### config.mk
export PLATFORM = sky130hd
export DESIGN_NAME = bcd_count
export DESIGN_NICKNAME = d
export VERILOG_FILES = /design/src/rtl/bcd_count_pkg.sv /design/src/rtl/seg7_decoder.sv /design/src/rtl/bcd_count.sv
export SDC_FILE = /design/constraint.sdc
export NUM_CORES = 1
export LEC_CHECK = 0
export ABC_AREA = 1
export CAP_MARGIN = 20
export CORE_ASPECT_RATIO = 0.9
export CORE_UTILIZATION = 46
export DETAILED_ROUTE_END_ITERATION = 10
export GPL_TIMING_DRIVEN = 0
export PLACE_DENSITY = 0.68
export SLEW_MARGIN = 25
export SYNTH_ARGS = -nofsm -noshare
export SYNTH_HDL_FRONTEND = slang
export SYNTH_SLANG_ARGS = --single-unit
### constraint.sdc
create_clock -name clk -period 1.4 [get_ports clk]
set_input_delay 0.28 -clock clk [delete_from_list [all_inputs] [get_ports clk]]
set_output_delay 0.28 -clock clk [all_outputs]
set_load 0.02 [all_outputs]
### src/rtl/bcd_count_pkg.sv
// Shared types and constants for the two-digit BCD counter and its
// seven-segment decoders. Segment vectors are indexed [1:7] so that
// bit 1 is segment a and bit 7 is segment g; all patterns are active-low.
package bcd_count_pkg;

  // One decimal digit in BCD; only 0..9 are meaningful.
  typedef logic [3:0] bcd_t;

  // Active-low segments a..g, bit 1 = a, bit 7 = g.
  typedef logic [1:7] seg_t;

  localparam bcd_t BCD_ZERO = 4'd0;
  localparam bcd_t BCD_NINE = 4'd9;

  localparam seg_t SEG_0     = 7'b0000001;
  localparam seg_t SEG_1     = 7'b1001111;
  localparam seg_t SEG_2     = 7'b0010010;
  localparam seg_t SEG_3     = 7'b0000110;
  localparam seg_t SEG_4     = 7'b1001100;
  localparam seg_t SEG_5     = 7'b0100100;
  localparam seg_t SEG_6     = 7'b0100000;
  localparam seg_t SEG_7     = 7'b0001111;
  localparam seg_t SEG_8     = 7'b0000000;
  localparam seg_t SEG_9     = 7'b0000100;
  localparam seg_t SEG_BLANK = 7'b1111111;

endpackage

### src/rtl/seg7_decoder.sv
// BCD digit to active-low seven-segment decoder. Purely combinational;
// non-decimal codes 10..15 blank the display.
module seg7_decoder
  import bcd_count_pkg::*;
(
  input  bcd_t bcd,
  output seg_t seg
);

  // Map each digit to its segment pattern.
  always_comb begin
    // NOTE: default assignment first so every path drives seg and no latch is inferred.
    seg = SEG_BLANK;
    case (bcd)
      4'd0:    seg = SEG_0;
      4'd1:    seg = SEG_1;
      4'd2:    seg = SEG_2;
      4'd3:    seg = SEG_3;
      4'd4:    seg = SEG_4;
      4'd5:    seg = SEG_5;
      4'd6:    seg = SEG_6;
      4'd7:    seg = SEG_7;
      4'd8:    seg = SEG_8;
      4'd9:    seg = SEG_9;
      default: seg = SEG_BLANK;
    endcase
  end

endmodule

### src/rtl/bcd_count.sv
// Two-digit BCD up-counter (00..99) advanced by a free-running prescaler
// tick, with seven-segment outputs for both digits.
// DIV sets the clock cycles per count step (legal 2..2^24).
// Optional build macro BCD_SATURATE_EN: when defined, the count holds at
// 99 and ovf becomes sticky until reset; otherwise the count wraps to 00
// and ovf pulses for the single cycle following the wrap.
module bcd_count
  import bcd_count_pkg::*;
#(
  parameter int unsigned DIV = 1_000_000
) (
  input  logic clk,
  input  logic rst,
  input  logic en,
  output bcd_t bcd1,
  output bcd_t bcd0,
  output seg_t seg1,
  output seg_t seg0,
  output logic ovf
);

  localparam int unsigned PW = (DIV > 1) ? $clog2(DIV) : 1;
  localparam logic [PW-1:0] TICK_AT = PW'(DIV - 1);

  logic [PW-1:0] presc;
  logic          tick;
  logic          step;
  logic          at_max;

  // tick is a clock enable on the single clock domain, never a clock.
  assign tick   = (presc == TICK_AT);
  assign step   = tick && en;
  assign at_max = (bcd1 == BCD_NINE) && (bcd0 == BCD_NINE);

  // Prescaler: free-running 0..DIV-1, independent of en.
  always_ff @(posedge clk or posedge rst) begin
    // NOTE: sequential state uses non-blocking assignments so every register samples pre-edge values.
    if (rst) begin
      presc <= '0;
    end else if (tick) begin
      presc <= '0;
    end else begin
      presc <= presc + PW'(1);
    end
  end

  // Decimal counter and overflow flag, updated on the prescaler wrap edge.
  always_ff @(posedge clk or posedge rst) begin
    if (rst) begin
      bcd1 <= BCD_ZERO;
      bcd0 <= BCD_ZERO;
      ovf  <= 1'b0;
    end else begin
`ifdef BCD_SATURATE_EN
      if (step) begin
        if (at_max) begin
          ovf <= 1'b1;
        end else if (bcd0 == BCD_NINE) begin
          bcd0 <= BCD_ZERO;
          bcd1 <= bcd1 + 4'd1;
        end else begin
          bcd0 <= bcd0 + 4'd1;
        end
      end
`else
      // ovf is high only for the cycle after the 99 -> 00 wrap.
      ovf <= step && at_max;
      if (step) begin
        if (at_max) begin
          bcd1 <= BCD_ZERO;
          bcd0 <= BCD_ZERO;
        end else if (bcd0 == BCD_NINE) begin
          bcd0 <= BCD_ZERO;
          bcd1 <= bcd1 + 4'd1;
        end else begin
          bcd0 <= bcd0 + 4'd1;
        end
      end
`endif
    end
  end

  seg7_decoder u_seg1 (
    .bcd (bcd1),
    .seg (seg1)
  );

  seg7_decoder u_seg0 (
    .bcd (bcd0),
    .seg (seg0)
  );

endmodule

* Word-level counts from Yosys, hierarchy flattened
Memories as Yosys holds them, arrays and structs flattened. Index checks and enable logic that the tools add are counted.
Storage, ports and cells: register bits 29, bits in read-only memories 224, bits of input ports 3, word-level logic and storage cells 22, memories 2
Memory list:
- (name not given) | depth 16, width 7, read ports 1, clocked after Yosys merged registers in 0, wr ports 0, line seg7_decoder.sv:14 | case (bcd)
- (name not given) | depth 16, width 7, read ports 1, clocked after Yosys merged registers in 0, wr ports 0, line seg7_decoder.sv:14
Cells by class: add/subtract/negate cells 3, equal/unequal tests 3, mux-type cells 5, reduce and logical (&&, ||, !) cells 5
Operators by type and width (number):
- $add A20 B1 Y20 const B | 1
- $eq A20 B20 Y1 const B | 1
- $mux W20 | 1
- $mux W4 | 4
- $add A4 B1 Y4 const B | 2
- $eq A4 B4 Y1 const B | 2
- $logic_and A1 B1 Y1 | 3
- $reduce_and A2 Y1 | 1
- $reduce_bool A2 Y1 | 1

* Logic depth before layout (Yosys ltp)
depth after elaboration 4, mapped depth 8, mapped depth without buffers 8

* Cells and area by module
Synthesis repeated with hierarchy kept, for this count alone.
Second synthesis, totals: cell total of the unflattened synthesis 291, area, all modules 2153.3 sq um
By module, submodules not included:
- bcd_count | instances 1, cells each 221, area each 1778.0 sq um
- seg7_decoder | instances 2, cells each 35, area each 187.7 sq um

* Least setup slack after synthesis
OpenSTA, ideal clock, no wires.
kind flip-flop to output port, start register bcd1[0], end output seg1[3], data arrival time 1.560 ns, required time 1.120 ns, path slack -0.440 ns, stages on the path, launching flop included 6, path buffers 0, path through dfrtp_1 inv_1 ha_1 nand2_1 inv_1 o21ai_0
On the way: cells in the longest elaborated chain, start to end 1
RTL lines:
- start: declaration | line bcd_count.sv:15 | output bcd_t bcd1,
- start signal: assignment | line bcd_count.sv:74 | bcd1 <= bcd1 + 4'd1;
- $mem_v2 Z16 W7
- end: declaration | line bcd_count.sv:17 | output seg_t seg1,
Every way passes these cells.

* Final worst setup path
start register bcd1[0], end output seg1[1]
Same word-level chain as after synthesis.

==> results <==
- Once layout is complete, the utilization of the core stands at 0.769.
- Dividing the detail-routed wire length by the instance count gives 14.2 um.
- The finished layout holds ~420 standard cells, fillers aside.
- The clock latency at the later pin of the worst-skew pair is 0.28 ns.
- In this run the tool buffered the top-level ports with 25 buffer cells.
- The relative area change from synthesis to final layout is 57.7%.
- The total instance count after detailed placement is 375.
- The placed instances occupy a cell area of 2440 um2.
- The number of antenna violations at the first check in global routing is 0.
- In this run the critical register-to-register path is captured at bcd1[0].
- The maximum number of pins on one net before global-route repair is 30.
- After synthesis the netlist holds a flip-flop and latch count of 29.
- The total power after layout is 1.71 mW.
- The leakage power of the design is 1.49 nW.
- For this block, the routed nets add up to slightly below 6000 um of wire.
- The netlist uses 27 different library cells.
- Of the available clock period, the critical path in the final layout requires 1.27.
- The number of pins exceeding their max-slew limit in the final report is 0.
- The run finished, with violations left.
- Setup repair after global routing could not meet its margin everywhere.
- The clock-pin slew on the worst setup and hold paths is around 0.07 ns.
- Across all hold checks on the routed design, the worst slack comes to 0.409 ns.
- The number of nets at the end of the flow is 370.
- The clock root buffer is clkbuf_8.
- The setup TNS is -4.65 ns.
- The capturing element of the worst setup path is seg1[1].
- Of the cells placed in the final design, the portion with a size suffix greater than 1 is 0.487.
- Yosys attributes the largest share of cell area to dfrtp_1 (36%), nand2_1 (11%), nor2_1 (9.5%).
- The kind of launch point of the worst setup path is a flip-flop.
- The number of design-rule violations left by the first detailed-router iteration is 85.
- The synthesized design spends more area on one cell type than any other, namely dfrtp_1.
- Averaged over all synthesized cells, the footprint is between 6 and 7 um2.
- The die covers 4670 um2.
- The type of the tightest min-delay check is primary input to async pin.
- The arrival time of the worst setup path is 1.50 ns.
- The achievable frequency is 561 MHz.
- Once routing completed, OpenROAD measured the worst setup slack at -0.381 ns.
- For this run, design rule violations remaining after detail routing come to 0.
- The I/O pin total is 26.
- The placeable core region is 4160 um2.
- In the synthesized netlist, the number of instances is 290.
- The power per unit of standard cell area is around 530 nW/um2.
- For flop-to-flop paths, the worst setup slack is -0.10 ns.
- The number of clock sinks seen by CTS is 29.
- The height of the die is 65.0 um.
- The critical path startpoint is bcd1[0].
- Of the post-synthesis cell area, the dominant cell type holds 0.358.
- Max-cap violations in this run came to 0.
- The worst register-to-register path has a depth of 8.
- The checks that failed: setup timing.
- Summed over all nets, the half-perimeter wirelength after detailed placement is 3300 um.
- Among all flip-flop cells after synthesis, the most frequent one is dfrtp_1.
- Counting every net in the synthesized netlist gives 304.
- Sorting the synthesized cells by how often they occur yields nand2_1 (62), nor2_1 (51), inv_1 (42), dfrtp_1 (29).
- The share of synthesized area occupied by flip-flops and latches is 0.358.
- At the pin with the least slew margin, the transition time is 0.628 ns.
- The number of warnings issued by yosys is 0.
- The critical path class is flip-flop to primary output.
- The number of hold-repair buffers added at the cts stage is 0.
- The worst setup path is captured at a primary output.
- TritonCTS built the clock tree.
- In this run the remaining antenna-violating nets after routing total 0.
- The startpoint of the lowest-slack register-to-register path is bcd0[1].
- Setup violations remaining at the end of the flow were counted as 21.
- The effective utilization at floorplan is 0.487.
- Before CTS, the worst setup slack after placement is -0.604 ns.
- The filler cells instantiated in the layout total 255.
- The first-pass iteration count of the detailed router is 4.
- The H-tree was split into 2 levels.
- The worst IR drop on VDD is 0.938 mV.
- The worst-case clock skew is 0.00953 ns.
- The clock passes through at most 2 buffers.
- The number of hold-slack violations in the final timing report is 0.
- The finished cells cover 3190 um2.
- The cell with the most instances after synthesis is nand2_1.
- Summed over all layers, the global routing overflow is 0.
- Routability-driven placement finished with a final weighted congestion of 0.881.
- In this run the horizontal extent of the chip is 72.0 um.
- The critical path data required time is 1.12 ns.
- The number of global-route vias before repair is 1,792.
- Summing over every cut layer, the via total after detailed routing is 2,100.
- The number of placement rows is 22.
- The all-layer global routing usage is 0.224.
- In the synthesized netlist the async set-or-reset flop fraction comes to 1.00.
- The total CTS buffers is 5.
- The repair_antennas step left the layout with diodes totalling 0.
- The post-layout minimum cycle time is 1.78 ns.
- The biggest fanout along the worst timing path is 5.
- The worst slew margin relative to its limit is 0.580.
- The detail-routed via count per cell is 5.04.
- The synthesized netlist occupies a cell area of slightly above 2000 um2.
- The number of enable-type register cells in the synthesized netlist is 0.
- The first global-routing pass estimated 8060 um of wire.
## worst min path at each step
stage / startpoint / endpoint / slack [ns]
CTS: rst / presc[6] / 0.43
global placement: presc[0] / presc[0] / 0.45
floorplan: rst / bcd0[2] / 0.36
global route: rst / bcd1[0] / 0.47
finish: rst / presc[14] / 0.41
detailed placement: presc[0] / presc[0] / 0.46
## state kept, by name (all words and copies together), names as in the netlist
register,cells
bcd1,4
bcd0,4
ovf,1
presc,20
## final cells by class
cell class | count | area (um2) | area share
multi-input combinational | 209 | 1530 | 0.477
buffer | 3 | 26.3 | 0.00823
timing repair buffer | 59 | 536 | 0.168
sequential | 29 | 738 | 0.231
clock buffer | 8 | 90.1 | 0.0282
inverter | 49 | 204 | 0.0638
tap | 60 | 75.1 | 0.0235
## per-layer routing
| layer | GRT usage | vias to the layer above | share of wire |
|---|---|---|---|
| li1 | - | 1039 | - |
| met1 | 0.315 | 1004 | 0.45 |
| met2 | 0.356 | 50 | 0.50 |
| met3 | 0.0482 | 7 | 0.041 |
| met4 | 0.0441 | 0 | 0.0083 |
| met5 | 0 | - | 0 |
## power by group
| group | switching, mW | internal, mW | leakage [nW] |
|---|---|---|---|
| Combinational | 0.0855 | 0.0606 | 1.08 |
| Clock | 0.319 | 0.401 | 0.0455 |
| Sequential | 0.00147 | 0.841 | 0.372 |
## critical path, cell delays in order (launching register included)
cell and delay (ns):
dfrtp_2 0.47, buf_6 0.15, ha_4 0.16, o21ai_4 0.16, o21ai_1 0.10, buf_4 0.17
## cells in the final DEF (no fill, tap or decap), types with 2 or more instances in the layout
cell / synthesis / final
clkbuf_8: 0 / 6
o21ai_2: 0 / 9
nor3_4: 1 / 2
dfrtp_2: 0 / 10
dlygate4sd2_1: 0 / 4
clkbuf_1: 1 / 2
o21ai_1: 3 / 9
inv_1: 42 / 28
nor2_2: 4 / 13
nand2_1: 62 / 50
xor2_1: 8 / 8
nor3_1: 3 / 3
nand2_4: 0 / 4
dfrtp_1: 29 / 19
clkdlybuf4s50_1: 0 / 2
nand3_2: 2 / 10
nor2_1: 51 / 37
inv_2: 6 / 15
nand3_1: 23 / 12
o21ai_4: 0 / 7
nand2_2: 3 / 11
inv_4: 0 / 5
nand3_4: 1 / 4
buf_4: 0 / 25
nor2_4: 3 / 8
nand4_1: 3 / 3
a21oi_2: 0 / 3
buf_6: 0 / 25
buf_2: 2 / 4
ha_2: 0 / 2
ha_4: 0 / 8
## kinds of logic (layout without fill, tap and decap cells)
| kind of cell | count (synthesis) | after routing | synth area share |
|---|---|---|---|
| AND/OR/NAND/NOR | 158 | 158 | 0.359 |
| adder cells (fa/ha/maj) | 11 | 11 | 0.0679 |
| XOR/XNOR | 9 | 9 | 0.0389 |
| flip-flops | 29 | 29 | 0.358 |
| buffers and inverters | 52 | 119 | 0.0976 |
| AO/OA/AOI/OAI | 31 | 31 | 0.0784 |
## what timing repair did
| action | CTS | global route |
|---|---|---|
| setup buffers | 20 | 14 |
| resized for setup | 130 | 99 |
| endpoints found under the setup margin | 42 | 41 |
| pin swaps | 11 | 36 |
| gates cloned | 0 | 0 |
(Power assumes the default switching activity.)
